--- src/rtl/display_pkg.sv ---
// rtl/display_pkg.sv - shared types and segment patterns for the score display
// Segment patterns are {g,f,e,d,c,b,a}, active-low.
package display_pkg;

    typedef logic [3:0] bcd_t;

    localparam logic [6:0] SEG_0     = 7'b1000000;
    localparam logic [6:0] SEG_1     = 7'b1111001;
    localparam logic [6:0] SEG_2     = 7'b0100100;
    localparam logic [6:0] SEG_3     = 7'b0110000;
    localparam logic [6:0] SEG_4     = 7'b0011001;
    localparam logic [6:0] SEG_5     = 7'b0010010;
    localparam logic [6:0] SEG_6     = 7'b0000010;
    localparam logic [6:0] SEG_7     = 7'b1111000;
    localparam logic [6:0] SEG_8     = 7'b0000000;
    localparam logic [6:0] SEG_9     = 7'b0010000;
    localparam logic [6:0] SEG_DASH  = 7'b0111111;
    localparam logic [6:0] SEG_BLANK = 7'b1111111;

endpackage

--- src/rtl/bcd_to_seg.sv ---
// rtl/bcd_to_seg.sv - combinational BCD to seven-segment decoder
// Ports:
//   digit : BCD digit; codes 10..15 decode to a dash
//   blank : 1 forces all segments off
//   seg   : {g,f,e,d,c,b,a}, active-low
module bcd_to_seg
    import display_pkg::*;
(
    input  bcd_t       digit,
    input  logic       blank,
    output logic [6:0] seg
);

    always_comb begin
        seg = SEG_DASH;
        if (blank) begin
            seg = SEG_BLANK;
        end else begin
            case (digit)
                4'd0:    seg = SEG_0;
                4'd1:    seg = SEG_1;
                4'd2:    seg = SEG_2;
                4'd3:    seg = SEG_3;
                4'd4:    seg = SEG_4;
                4'd5:    seg = SEG_5;
                4'd6:    seg = SEG_6;
                4'd7:    seg = SEG_7;
                4'd8:    seg = SEG_8;
                4'd9:    seg = SEG_9;
                default: seg = SEG_DASH;
            endcase
        end
    end

endmodule

--- src/rtl/bcd_display_scan.sv ---
// rtl/bcd_display_scan.sv - time-multiplexed common-anode seven-segment scanner
// Ports:
//   CLKT      : system clock, rising edge
//   R         : asynchronous active-low reset
//   DIGITS_IN : packed BCD digits, [3:0] is digit 0 (least significant)
//   LOAD      : snapshot strobe for DIGITS_IN
//   BLANK_LZ  : 1 enables leading-zero blanking
//   SEG       : registered segments {g,f,e,d,c,b,a}, active-low
//   AN        : registered digit enables, one-hot active-low
module bcd_display_scan
    import display_pkg::*;
#(
    parameter int DIGITS   = 4,
    parameter int SCAN_DIV = 50000
) (
    input  logic                CLKT,
    input  logic                R,
    input  logic [4*DIGITS-1:0] DIGITS_IN,
    input  logic                LOAD,
    input  logic                BLANK_LZ,
    output logic [6:0]          SEG,
    output logic [DIGITS-1:0]   AN
);

    localparam int IW = $clog2(DIGITS);
    localparam int PW = $clog2(SCAN_DIV);
    localparam logic [IW-1:0] IDX_LAST = IW'(DIGITS - 1);
    localparam logic [PW-1:0] PRE_LAST = PW'(SCAN_DIV - 1);

    logic [4*DIGITS-1:0] snap;
    logic [PW-1:0]       pre;
    logic [IW-1:0]       idx;

    bcd_t                digit_arr [DIGITS];
    logic [DIGITS-1:0]   lz;
    logic                run_zero;
    bcd_t                cur_digit;
    logic                cur_blank;
    logic [6:0]          seg_next;
    logic [DIGITS-1:0]   an_next;

    always_comb begin
        for (int k = 0; k < DIGITS; k++) begin
            digit_arr[k] = snap[4*k +: 4];
        end
    end

    // lz[k] = digit k and every digit above it are zero. Scanning down from
    // the MSB, any nonzero code (including an illegal one shown as a dash)
    // ends the run of leading zeros.
    always_comb begin
        run_zero = 1'b1;
        lz       = '0;
        for (int k = DIGITS - 1; k >= 0; k--) begin
            run_zero = run_zero && (digit_arr[k] == 4'd0);
            lz[k]    = run_zero;
        end
    end

    // Digit 0 is never blanked so an all-zero value still shows "0".
    always_comb begin
        cur_digit = digit_arr[idx];
        cur_blank = BLANK_LZ && (idx != '0) && lz[idx];
    end

    bcd_to_seg u_bcd_to_seg (
        .digit (cur_digit),
        .blank (cur_blank),
        .seg   (seg_next)
    );

    always_comb begin
        an_next      = '1;
        an_next[idx] = 1'b0;
    end

    // Outputs are reloaded every cycle from idx/snap, so a load shows on the
    // lit digit one edge after snap changes, without waiting for a tick.
    always_ff @(posedge CLKT or negedge R) begin
        if (!R) begin
            snap <= '0;
            pre  <= '0;
            idx  <= '0;
            AN   <= '1;
            SEG  <= SEG_BLANK;
        end else begin
            if (LOAD) begin
                snap <= DIGITS_IN;
            end
            if (pre == PRE_LAST) begin
                pre <= '0;
                idx <= (idx == IDX_LAST) ? '0 : idx + 1'b1;
            end else begin
                pre <= pre + 1'b1;
            end
            AN  <= an_next;
            SEG <= seg_next;
        end
    end

endmodule
--- config.mk ---
export PLATFORM = sky130hd
export DESIGN_NAME = bcd_display_scan
export DESIGN_NICKNAME = d
export VERILOG_FILES = /design/src/rtl/display_pkg.sv /design/src/rtl/bcd_to_seg.sv /design/src/rtl/bcd_display_scan.sv
export SDC_FILE = /design/constraint.sdc
export NUM_CORES = 1
export LEC_CHECK = 0
export ABC_CLOCK_PERIOD_IN_PS = 4940
export CAP_MARGIN = 40
export CORE_MARGIN = 3
export CORE_UTILIZATION = 30
export CTS_BUF_LIST = sky130_fd_sc_hd__clkbuf_4
export CTS_CLUSTER_SIZE = 14
export DETAILED_ROUTE_END_ITERATION = 12
export PLACE_DENSITY = 0.46
export SKIP_LAST_GASP = 1
export SYNTH_ARGS = -nofsm -noshare
export SYNTH_HDL_FRONTEND = slang
export SYNTH_SLANG_ARGS = --single-unit
export TNS_END_PERCENT = 50
--- constraint.sdc ---
create_clock -name CLKT -period 4.94 [get_ports CLKT]
set_input_delay 0.741 -clock CLKT [delete_from_list [all_inputs] [get_ports CLKT]]
set_output_delay 0.741 -clock CLKT [all_outputs]
set_load 0.03 [all_outputs]
* Word level (Yosys, flattened, before mapping)
Memory sizes are Yosys's and may differ from the RTL's. Index checks and enable logic that the tools add are counted.
Word-level totals: output and inout bits 11, word-level logic and storage cells 36, memories 1, RAM bits 0, memory bits (read-only) 112, flip-flop bits (word level) 45, latch bits 0, input bits 20
Operators by class: reductions and logical operators 11, eq/ne operators 2, shift-type cells 0, bitwise logic cells 2, magnitude comparators 3, $mul 0, $add $sub $neg 2, mux-type cells 10, div/mod/pow operators 0
Memory list:
- (no name shown) | words 16, width 7, rd ports 1, clocked after memory_dff 0, wr ports 0, line bcd_to_seg.sv:19 | case (digit)
Operators with widths (count):
- adder 16 x 1 -> 16 bit, second input constant | 1
- equality test 16 bit, second input constant | 1
- logical NOT 4 bit | 4
- two-way mux 16 bit | 1
- binary-select mux 4 bit (select 2 bit) | 1
- two-way mux 4 bit | 2
- two-way mux 7 bit | 1
- logical AND 1 bit | 6
- NOT 4 bit | 1
- greater-or-equal comparator 3 bit, second input constant | 1
- less-than comparator 2 x 3 -> 1 bit, second input constant | 1
- NOT 2 -> 3 bit | 1
- adder 2 x 1 -> 2 bit, second input constant | 1
- binary-select mux 1 bit (select 2 bit) | 1
- demux 1 bit (select 2 bit) | 1
- equality test 2 bit, second input constant | 1
- greater-or-equal comparator 2 x 1 -> 1 bit, second input constant | 1
- two-way mux 1 bit | 2
- two-way mux 2 bit | 1
- nonzero test 2 bit | 1

* Depth between registers and ports, before layout
Gate-level depths: netlist of run 1.
word-level depth 8, depth in mapped cells 8, mapped depth without buffers 7

* Hierarchy
From an unflattened synthesis of run 1, not the netlist that was laid out.
Unflattened totals: cells, all modules 181, area total of the unflattened synthesis 2175.8 um2
By module, submodules not included:
- bcd_display_scan | times used 1, cells an instance 146, seq. area each 1139.8 um2, area each 1940.6 um2
- bcd_to_seg | times used 1, cells an instance 35, seq. area each 0.0 um2, area each 235.2 um2

* Worst setup path before layout of run 1
OpenSTA, ideal clock, no wires.
path type flip-flop to flip-flop, start register idx[0], end register SEG[5], required time 4856 ps, buffers on the path 1, setup time 84 ps, slack 3169 ps, stages on the path, launching flop included 8, arrival time 1687 ps, clock period less this slack 1771 ps, cell sequence dfrtp_1 buf_6 mux4_1 inv_1 ha_1 nor2_1 nor3_1 o21ai_1
Between the ends: cells in the longest elaborated chain, start to end 6, elaborated cells on any way between the ends 11, those cells by class mux: 6; bitwise: 1; reduce/logical: 3; memory: 1
Ends and longest elaborated chain:
- start: declaration | line bcd_display_scan.sv:32 | logic [IW-1:0] idx;
- start signal: assignment | line bcd_display_scan.sv:92 | idx <= (idx == IDX_LAST) ? '0 : idx + 1'b1;
- NOT 2 -> 3 bit (implied by the code) | line bcd_display_scan.sv:62 | cur_digit = digit_arr[idx];
- binary-select mux 4 bit (select 2 bit) | line bcd_display_scan.sv:62
- two-way mux 4 bit (implied by the code) (2 in series) | line bcd_display_scan.sv:62
- memory read (16 x 7 bit)
- two-way mux 7 bit (*) | line bcd_to_seg.sv:16 | if (blank) begin
- named net seg_next[5] | line bcd_display_scan.sv:39 | logic [6:0] seg_next;
- end signal: assignment | line bcd_display_scan.sv:97 | SEG <= seg_next;
- end: declaration | line bcd_display_scan.sv:21 | output logic [6:0] SEG,
Mark *: on every way through the listed nets, which the timed path passes. The rest lies on a longest branch. The select of a mux whose other input is x is not followed. A chain may end at the register's enable or synchronous reset.

* Worst setup path after layout of run 1
start register AN[0], end output AN[0]
RTL lines:
- start: declaration | line bcd_display_scan.sv:22 | output logic [DIGITS-1:0] AN
- start signal: assignment | line bcd_display_scan.sv:96 | AN <= an_next;
No word-level cell between the ends.

==> results.tsv, run 1 <==
metric	value	unit
Slew Viols, Final	0	
Setup TNS	0	ps
slowest stage delay, CP	660	ps
end of the critical path	AN[0]	
clk_lat worst skew	350	ps
CTS tree	yes	
post-cts resize count	0	
ys async rst share	1.00	
nets	241	
first-pass GRT wire length	6.98	mm
run status	complete, no violations	
row cnt	30	
Hold Path Class	input pin to asynchronous set/reset pin	
Crit path depth	1	
ant diodes	0	
total core area	0.00691	mm²
GRT overflow	0	
Pwr Density	268	mW/mm²
CP Max Fanout	1	
crit start category	flip-flop	
top cells by count, synth	dfrtp_1 (34), mux2_1 (18), inv_1 (14), nor2_1 (14), dfstp_2 (11)	
Residual DRC	0	
# clock sinks	45	
Slowest-stage cell, CP	clkdlybuf4s50_1	
die width	91.0	µm
Setup crit end kind	output pin	
Post-synth EDFFs	0	
pre-CTS setup slack	2720	ps
Mapped Area	0.00217	mm²
fraction of layout cells with a size suffix above 1	0.132	
CP Data Arrival Time	1540	ps
CTS max path bufs	2	
syn nets	210	
Layout area overhead	20.3	%
root buffer cell	clkbuf_4	
pin count of the biggest net entering global routing	37	
clk slew on worst S/H paths	130	ps
r2r worst-path depth	6	
Post-DRT Antenna Nets	0	
register area share after synthesis	0.526	
synth top area cells	dfrtp_1 (39%), dfstp_2 (13%), mux2_1 (9.3%)	
CTS Hold Buffers Added	0	
Setup violations, final	0	
Synth cell types	34	
RePlAce Congestion	0.804	
Final WS setup	2660	ps
DRT Pass-1 Iters	4	
initial antenna violation count	0	
setup repair bufs after CTS	0	
maximum clock rate	438	MHz
most frequent cell after synthesis	dfrtp_1	
worst setup path category	flip-flop to output pin	
cell family with most CP delay	buffers and inverters	
RSZ-0062 raised after global routing	no	
post-DR vias/cell	4.50	
yosys warns	0	
worst slew pin tran	739	ps
end of the worst register-to-register path	SEG[4]	
io pins	31	
Total GRT Usage	0.104	
Worst Path Required	4200	ps
vias	1387	
Initial Util	0.314	
Critical Path Start	AN[0]	
Synth top area share	0.392	
Routed WL	4.00	mm
hpwl dp	3.13	mm
initial DRC count	46	
endpoints failing hold	0	
# port buffers	30	
Syn Inst Count	180	
Power, Total	700	µW
Die Y-Extent	91.0	µm
DIE AREA	0.00828	mm²
Critical R2R Launch	idx[0]	
max-cap violation count	0	
Synth Register Bits	45	
top_reg_cell synth	dfrtp_1	
crit-path cells	clkdlybuf4s50_1	
vias in the first global route	1421	
TritonCTS Buffers	5	
Crit path buffers/inverters	1	
Slew headroom	0.505	
R2R Setup Slk	2890	ps
syn avg cell area	12.0	µm²
routed len/inst	13.0	µm
maximum vdd drop	0.000105	V
Final Critical Period	2280	ps
Final Cycle Share	0.462	
Leak	1.08	nW
H-tree Lvls	2	
Synth area leader	dfrtp_1	
Clock Skew	6.97	ps
-- layout by cell type, fill, tap and decap left out --
cell type	synthesis	routed
a211o_1	1	1
a211oi_2	1	1
a21oi_1	2	2
and2_4	1	1
and3_1	2	2
buf_12	0	1
buf_2	2	1
clkbuf_4	0	6
clkdlybuf4s50_1	0	29
clkinv_2	0	2
dfrtp_1	34	34
dfstp_2	11	11
ha_1	10	10
inv_1	14	14
mux2_1	18	18
mux4_1	1	1
mux4_2	3	3
nand2_1	5	5
nand3_1	10	10
nand3b_1	1	1
nand4_1	4	4
nor2_1	14	14
nor2b_1	1	1
nor2b_4	1	1
nor3_1	6	6
nor3b_1	1	1
nor4_1	6	6
nor4b_1	2	2
o21ai_0	2	2
o21ai_1	4	4
o21bai_1	1	1
o21bai_2	1	1
o22ai_1	1	1
or2_1	1	1
xnor2_1	8	8
xor2_1	6	6
-- cell families (layout without fill, tap and decap cells) --
logic type / count (synthesis) / after routing / share of synthesized area
compound gates: 13 / 13 / 0.0398
xor+xnor: 14 / 14 / 0.0566
fa+ha+maj: 10 / 10 / 0.0577
buf+inv: 21 / 53 / 0.0479
flops: 45 / 45 / 0.526
mux: 22 / 22 / 0.137
simple gates: 55 / 55 / 0.136
-- flip-flops by register name, indices dropped and copies added, names as in the netlist --
register,cells
snap,16
idx,2
SEG,7
pre,16
AN,4
-- worst min path at each step --
stage	to	slack (ps)	depth (start not counted)
4_1_cts	pre[2]	220	1
3_5_place_dp	pre[0]	480	1
5_1_grt	pre[1]	220	1
3_3_place_gp	pre[0]	470	1
6_report	pre[2]	230	1
2_1_floorplan	idx[0]	450	0
-- per-layer routing --
layer / share of wire / vias up / wire, µm / global-route usage
li1: - / 681 / - / -
met1: 0.46 / 670 / 1840 / 0.135
met2: 0.47 / 31 / 1870 / 0.164
met3: 0.058 / 5 / 231 / 0.0323
met4: 0.014 / 0 / 57 / 0.0364
met5: 0 / - / 0 / 0
-- power by group --
| part | leakage, nW | switching [mW] | total [mW] | internal, mW |
|---|---|---|---|---|
| clock network | 0.0354 | 0.112 | 0.172 | 0.0599 |
| logic | 0.509 | 0.0601 | 0.117 | 0.0570 |
| registers | 0.540 | 0.0133 | 0.411 | 0.397 |
-- stage by stage --
stage               hold slack [ps]  cells  cell area (µm²)  utilization
floorplan                       445    180             2170            -
global placement                467    299             2530        0.367
detailed placement              475    300             2550        0.370
CTS                             218    308             2610        0.378
global route                    218    308             2610        0.378
finish                          232    308             2610        0.378
-- cell type report --
cell class	count	area, µm²
multi-input cells	114	925
fillers	682	4300
well taps	96	120
flip-flops and latches	45	1140
repair buffers	31	315
inverters	14	52.6
clock inverters	2	10.0
clock buffers	6	45.0
Power figures use the tool's default switching activity.
==> inputs of run 2 (changes only) <==
--- a/config.mk
+++ b/config.mk
@@ -5,7 +5,7 @@
 export SDC_FILE = /design/constraint.sdc
 export NUM_CORES = 1
 export LEC_CHECK = 0
-export ABC_CLOCK_PERIOD_IN_PS = 4940
+export ABC_CLOCK_PERIOD_IN_PS = 2110
 export CAP_MARGIN = 40
 export CORE_MARGIN = 3
 export CORE_UTILIZATION = 30
==> constraint.sdc (replaced) <==
create_clock -name CLKT -period 2.11 [get_ports CLKT]
set_input_delay 0.3165 -clock CLKT [delete_from_list [all_inputs] [get_ports CLKT]]
set_output_delay 0.3165 -clock CLKT [all_outputs]
set_load 0.03 [all_outputs]
==> run 2 against run 1 <==
Compared with the run above:
- die area unchanged
- worst setup slack worse by 2500 ps
- power up 130%
- clock power grew 140%
- clock skew down 1.1 ps
- register-to-register slack worse by 2700 ps
==> results.tsv, run 2 (same netlist as run 1, synthesis figures left out) <==
metric	value	unit	change
clk_lat worst skew	360	ps	about the same
hpwl dp	3.21	mm	+2.4%
top flop regs	pre x16, snap x16, SEG x7		
pre-CTS setup slack	215	ps	-2500 ps
setup repair bufs after CTS	0		unchanged
RePlAce Congestion	0.834		+3.7%
Die Y-Extent	91.0	µm	unchanged
CTS max path bufs	2		unchanged
maximum clock rate	517	MHz	
most frequent cells in the layout	dfrtp_1 (34), clkdlybuf4s50_1 (29), mux2_1 (18), inv_1 (14), nor2_1 (14)		
slowest stage delay, CP	690	ps	+30 ps
Final Critical Period	1930	ps	
crit start category	flip-flop		
TritonCTS Buffers	5		unchanged
crit-path cells	mux4_1 -> inv_1 -> ha_1 -> nor2b_4 -> a211oi_2 -> o21ai_1		
# clock sinks	45		unchanged
Slew Viols, Final	0		unchanged
clk slew on worst S/H paths	130	ps	about the same
first-pass GRT wire length	7.21	mm	+3.4%
Worst Path Required	2400	ps	-1800 ps
RSZ-0062 raised after global routing	no		
initial antenna violation count	0		unchanged
Layout area overhead	20.7	%	
CTS tree	yes		
worst setup path category	flip-flop to flip-flop		
pin count of the biggest net entering global routing	36		-2.7%
Slowest-stage cell, CP	mux4_1		
endpoints failing hold	0		unchanged
H-tree Lvls	2		unchanged
total core area	0.00691	mm²	unchanged
Power, Total	1.64	mW	+130%
Hold Path Class	input pin to asynchronous set/reset pin		
Final WS setup	177	ps	-2480 ps
GRT overflow	0		unchanged
Post-DRT Antenna Nets	0		unchanged
Crit path buffers/inverters	1		unchanged
Total GRT Usage	0.109		+0.00470
ant diodes	0		unchanged
Pwr Density	628	mW/mm²	+130%
P_int	1.19	mW	+130%
DIE AREA	0.00828	mm²	unchanged
Routed WL	4.17	mm	+4.3%
Final Cycle Share	0.916		
run status	complete, no violations		
Reg power frac	0.587		about the same
CP Max Fanout	5		+4
die width	91.0	µm	unchanged
vias	1404		+1.2%
Clk pwr share	0.249		+0.003
Initial Util	0.314		unchanged
maximum vdd drop	0.000299	V	+180%
# port buffers	30		unchanged
r2r worst-path depth	6		unchanged
row cnt	30		unchanged
DRT Pass-1 Iters	4		unchanged
post-cts resize count	0		unchanged
worst slew pin tran	781	ps	+41.5 ps
Residual DRC	0		unchanged
routed len/inst	13.4	µm	+3.2%
Setup crit end kind	flip-flop		
root buffer cell	clkbuf_4		
CTS Hold Buffers Added	0		unchanged
sw power	457	µW	+150%
Crit path depth	6		+5
Slew headroom	0.479		-0.0259
post-DR vias/cell	4.51		+0.25%
initial DRC count	62		+35%
CP Data Arrival Time	2230	ps	+690 ps
Setup violations, final	0		unchanged
nets	244		+1.2%
vias in the first global route	1455		+2.4%
cell family with most CP delay	multiplexers		
fraction of layout cells with a size suffix above 1	0.144		+0.0121
Setup TNS	0	ps	unchanged
io pins	31		unchanged
Leak	1.09	nW	+0.62%
max-cap violation count	0		unchanged
Filler cells	674		-1.2%
Sw Ratio	0.278		+0.0124
commonest non-fill, non-tap cell in the layout	dfrtp_1		
Clock Skew	5.90	ps	-1.07 ps
Comb power frac	0.164		-0.003
-- run 2: cell count changes in the layout (fill, tap and decap cells not counted) --
| cell | before | now |
|---|---|---|
| clkbuf_4 | 6 | 5 |
| buf_12 | 1 | 0 |
| buf_4 | 0 | 4 |
| clkinvlp_4 | 0 | 1 |
-- run 2: final timing paths --
kind,start,to,slack (ps)
worst max-delay path,idx[0],SEG[4],180
worst min register to register,pre[0],pre[0],500
worst max register to register,idx[0],SEG[4],180
worst min-delay path,R,pre[12],20
min in group CLKT,pre[0],pre[0],500
max in group asynchronous,R,SEG[1],1370
-- run 2: final cells by class --
| cell class | count | area [µm²] | area share |
|---|---|---|---|
| tap | 96 | 120 | 0.0459 |
| sequential | 45 | 1140 | 0.435 |
| clock buffer | 5 | 37.5 | 0.0143 |
| inverter | 14 | 52.6 | 0.0201 |
| timing repair buffer | 34 | 325 | 0.124 |
| multi-input combinational | 114 | 925 | 0.353 |
| clock inverter | 3 | 17.5 | 0.00669 |
-- run 2: power groups by stage --
| stage | Sequential (mW) | Clock (mW) | Combinational [mW] |
|---|---|---|---|
| 6_report | 0.965 | 0.409 | 0.270 |
| 3_3_place_gp | 0.979 | 0 | 0.267 |
| 5_1_grt | 0.972 | 0.474 | 0.297 |
| 3_5_place_dp | 0.983 | 0 | 0.274 |
| 4_1_cts | 0.967 | 0.436 | 0.275 |
| 2_1_floorplan | 1.02 | 0 | 0.117 |
-- run 2: through the flow --
stage / cell area, µm² / utilization / hold WS (ps) / cells
finish: 2620 / 0.379 / 15.5 / 311
global route: 2620 / 0.379 / 58.3 / 311
CTS: 2620 / 0.379 / 28.2 / 311
detailed placement: 2560 / 0.371 / 447 / 303
global placement: 2560 / 0.371 / 428 / 303
floorplan: 2170 / - / 20.9 / 180
-- run 2: layer usage --
layer	up-vias	GRT usage	wire, µm
met2	35	0.158	1890
li1	687	-	-
met5	-	0	0
met1	675	0.150	2000
met4	0	0.0452	71
met3	7	0.0331	200
